$ cat src/rtl/enc_pkg.sv
// enc_pkg: shared types and defaults for the sequential 4-to-2 priority encoder.
package enc_pkg;
    typedef enum logic [0:0] {IDLE, HOLD} state_t;
    localparam int N_DEF = 4;
    localparam int W_DEF = 2;
endpackage

$ cat src/rtl/encoder_4_to_2_seq_prio_pick.sv
// prio_pick: combinational priority search over vec starting at start.
// ENC_ROUND_ROBIN_EN selects ascending rotating search; otherwise descending from start-1.
module prio_pick #(
    parameter int N = 4,
    parameter int W = $clog2(N)
) (
    input  logic [N-1:0] vec,
    input  logic [W-1:0] start,
    output logic [W-1:0] idx,
    output logic         any
);
    always_comb begin
        idx = '0;
        any = |vec;
        for (int i = N - 1; i >= 0; i--) begin
            int c;
`ifdef ENC_ROUND_ROBIN_EN
            c = (int'(start) + i) % N;
`else
            c = (int'(start) + N - 1 - i) % N;
`endif
            if (vec[c]) idx = W'(c);
        end
    end
endmodule

$ cat src/rtl/encoder_4_to_2_seq.sv
// encoder_4_to_2_seq: sticky request capture with one-index-at-a-time valid/ready offer.
// ENC_ROUND_ROBIN_EN enables rotating priority; default is fixed highest-index priority.
module encoder_4_to_2_seq
    import enc_pkg::*;
#(
    parameter int N = N_DEF,
    parameter int W = $clog2(N)
) (
    input  logic         clk,
    input  logic         rst_n,
    input  logic         E,
    input  logic [N-1:0] A,
    output logic [W-1:0] Y,
    output logic         valid,
    input  logic         ready,
    output logic [N-1:0] pend
);
    state_t       state;
    logic [W-1:0] start;
    logic [W-1:0] pick;
    logic         any;
    logic         load;
    logic [N-1:0] clr;

    prio_pick #(.N(N), .W(W)) u_pick (
        .vec  (pend),
        .start(start),
        .idx  (pick),
        .any  (any)
    );

    assign valid = (state == HOLD);
    assign load  = any && (state == IDLE || ready);
    assign clr   = load ? (N'(1) << pick) : '0;

`ifdef ENC_ROUND_ROBIN_EN
    logic [W-1:0] rr_ptr;
    assign start = W'((int'(rr_ptr) + 1) % N);
    always_ff @(posedge clk or negedge rst_n) begin
        if (!rst_n) rr_ptr <= W'(N - 1);
        else if (load) rr_ptr <= pick;
    end
`else
    assign start = '0;
`endif

    // a new capture ORs in after the clear so a same-cycle set wins
    always_ff @(posedge clk or negedge rst_n) begin
        if (!rst_n) begin
            state <= IDLE;
            Y     <= '0;
            pend  <= '0;
        end else begin
            pend <= (pend & ~clr) | (E ? A : '0);
            if (load) begin
                Y     <= pick;
                state <= HOLD;
            end else if (state == HOLD && ready) begin
                state <= IDLE;
            end
        end
    end
endmodule

$ cat config.mk
export PLATFORM = sky130hd
export DESIGN_NAME = encoder_4_to_2_seq
export DESIGN_NICKNAME = d
export VERILOG_FILES = /design/src/rtl/enc_pkg.sv /design/src/rtl/encoder_4_to_2_seq_prio_pick.sv /design/src/rtl/encoder_4_to_2_seq.sv
export SDC_FILE = /design/constraint.sdc
export NUM_CORES = 1
export LEC_CHECK = 0
export ABC_AREA = 0
export BUFFER_PORTS_ARGS = -buffer_cell sky130_fd_sc_hd__buf_2
export CORE_AREA = 10 10 47 49
export DETAILED_ROUTE_END_ITERATION = 8
export DIE_AREA = 0 0 57 59
export GPL_ROUTABILITY_DRIVEN = 0
export GPL_TIMING_DRIVEN = 0
export SLEW_MARGIN = 20
export SYNTH_ARGS = -nofsm -noshare
export SYNTH_HDL_FRONTEND = slang
export SYNTH_SLANG_ARGS = --single-unit
$ cat constraint.sdc
create_clock -name clk -period 1.95 [get_ports clk]
set_clock_uncertainty 0.1 [all_clocks]
set_input_delay 0.2925 -clock clk [delete_from_list [all_inputs] [get_ports clk]]
set_output_delay 0.2925 -clock clk [all_outputs]
set_load 0.02 [all_outputs]
==> results.cfg <==
[status]
status = completed

[cells_and_area]
multi_input_area_um2 = 125
num_antenna_cells = 0
finalNonFillerCells = 62
nets = 55
fill_cells = 154
drive_above_1_share_pct = 43.5
regArea_um2 = 175
syn_to_final_growth_pct = 42.1

[route]
vias_per_cell = 4.35
postRouteAntennaNets = 0
drt_first_pass_iters = 3
wl_um = 757
vias = 270
drtIter0Drc = 2
routedWlPerCell_um = 12.2
drc = 0

[yosys]
ys_warn_count = 0
syn_inst = 27
syn_avg_cell_area_um2 = 11.1
syn_area_um2 = 300
yosysTopAreaCell = dfrtp_1
ys_ff_latch = 7
ys_types = 11
synth_top_cells_by_area = dfrtp_1 58%, o21ai_0 6.7%, nand2_1 6.3%
synth_top_area_share_pct = 58.3
syn-num-nets = 35
seq_area_frac_synth_pct = 58.3

[global_routing]
grt_overflow = 0
grt_util_all_layers_pct = 4.86
grt_pass1_vias = 281
grt_first_pass_wirelength_um = 1240
grt_max_degree = 9
antenna_found_initial = 0

[critical_path]
r2r_cells = 3
critPathCaptureType = output pin
critPathMaxStageDelay_ps = 450
criticalPathCategory = reg2out
cp_top_family = flip-flops
start_kind = flop
crit_chain = buf_2
crit_fanout = 6
critPathRequiredTime_ps = 1560
r2r_setup_slack_ps = 870
slowest_stage = dfrtp_1
cp.arrival_ps = 900
rr_endpoint = pend[1]$_DFF_PN0_
path_buf_inv = 1
r2r-start = valid$_DFFE_PN0P_

[clock_network]
cts_setup_buffers = 0
cts.path.max_buffers = 2
cts_tree = done
htree_levels = 1
cts_sinks = 7
cts_buffers = 3
path_clk_slew_ps = 60
cts_root_buf = clkbuf_4
clkLatencyLatePin_ps = 250

[timing]
period_needed_ps = 1290
fin_crit_sh_pct = 66.3
hold_viol_final = 0
fin_ws_ps = 657
finalMaxSlewViolations = 0
setup_tns_ps = 0
worst_pin_slew_ps = 231
slew_headroom_pct = 84.4
max_clock_freq_mhz = 774
setup_viol = 0
rsz0062_at_grt = no

[power_and_ir_drop]
p_leak_nw = 0.207
p_total_mw = 0.413
ir_worst_vdd_v = 0.000257
p_per_area_nw_per_um2 = 968

[min_path]
hp-start = A[0]
whs_path_depth = 3
hp-class = in2reg
hold_path_end = pend[0]$_DFF_PN0_

[placed_design]
dp.cells = 57
post-dp-hpwl_um = 596
io_buffers = 14
preCtsSetupSlack_ps = 884

[floorplan]
io_pins = 15
dieWidth_um = 57
rows = 14
start_util_pct = 21.4
core_um2 = 1400
chipHeight_um = 59
dieArea_um2 = 3360

[flow_run]
drv_cap = 0
-- state kept, by name, summed over array words and instances, names as in the netlist --
signal / flops
Y: 2
valid: 1
pend: 4
-- routing by layer --
metal | wire [um] | global-route usage [%] | up-vias
met3 | 63 | 2.58 | 2
met2 | 323 | 6.20 | 10
met1 | 365 | 5.40 | 127
li1 | - | - | 131
met4 | 4 | 5.03 | 0
met5 | 0 | 0 | -
-- timing repair --
action | in CTS | in global routing
hold endpoints to repair | 7 | 0
gates resized for setup | 0 | 0
hold buffers | 1 | 0
-- logic make-up after synthesis --
family          after synthesis  share of synthesized area (%)
flops                         7                           58.3
compound gates                8                           20.8
simple gates                 12                           20.8
-- cell usage in the layout, fill, tap and decap left out, types with 2 or more instances in the layout --
master,Yosys,layout
buf_2,0,14
dfrtp_1,7,7
nand2_1,5,5
o21ai_0,4,4
nor2_1,3,3
clkbuf_4,0,3
nand2b_1,2,2
-- per-stage QoR --
stage	utilization, %	hold slack, ps	instance area (um2)
finish	30.4	135	427
global route	30.4	139	427
CTS	30.4	127	427
detailed placement	27.9	38.5	390
global placement	27.9	34.2	390
floorplan	-	-103	300
-- area by class of cell --
| cell class | count | area share (%) |
|---|---|---|
| flip-flops and latches | 7 | 41.1 |
| clock buffers | 4 | 6.16 |
| repair buffers | 15 | 18.8 |
| multi-input cells | 20 | 29.3 |
| well taps | 16 | 4.69 |
-- synth_stat cells --
cell type	number
dfrtp_1	7
nand2_1	5
o21bai_1	1
nor2_1	3
o41ai_2	1
nor2b_1	1
a22o_2	1
a22o_1	1
nand2b_1	2
nor2b_4	1
o21ai_0	4
-- report_power, final --
group | internal [mW] | switching [mW] | total (mW)
Clock | 0.0782 | 0.0552 | 0.133
Combinational | 0.0394 | 0.0546 | 0.0939
Sequential | 0.165 | 0.0206 | 0.186
-- how the worst max path moves through the flow --
| stage | from | end | depth (start not counted) |
|---|---|---|---|
| after floorplan | valid$_DFFE_PN0P_ | pend[1]$_DFF_PN0_ | 3 |
| after global placement | pend[1]$_DFF_PN0_ | pend[0]$_DFF_PN0_ | 2 |
| after detailed placement | valid$_DFFE_PN0P_ | pend[1]$_DFF_PN0_ | 3 |
| after CTS | pend[3]$_DFF_PN0_ | pend[3] | 1 |
| after global routing | pend[3]$_DFF_PN0_ | pend[3] | 1 |
| final | pend[3]$_DFF_PN0_ | pend[3] | 1 |
Note: power is estimated with default switching activity, not from simulation.
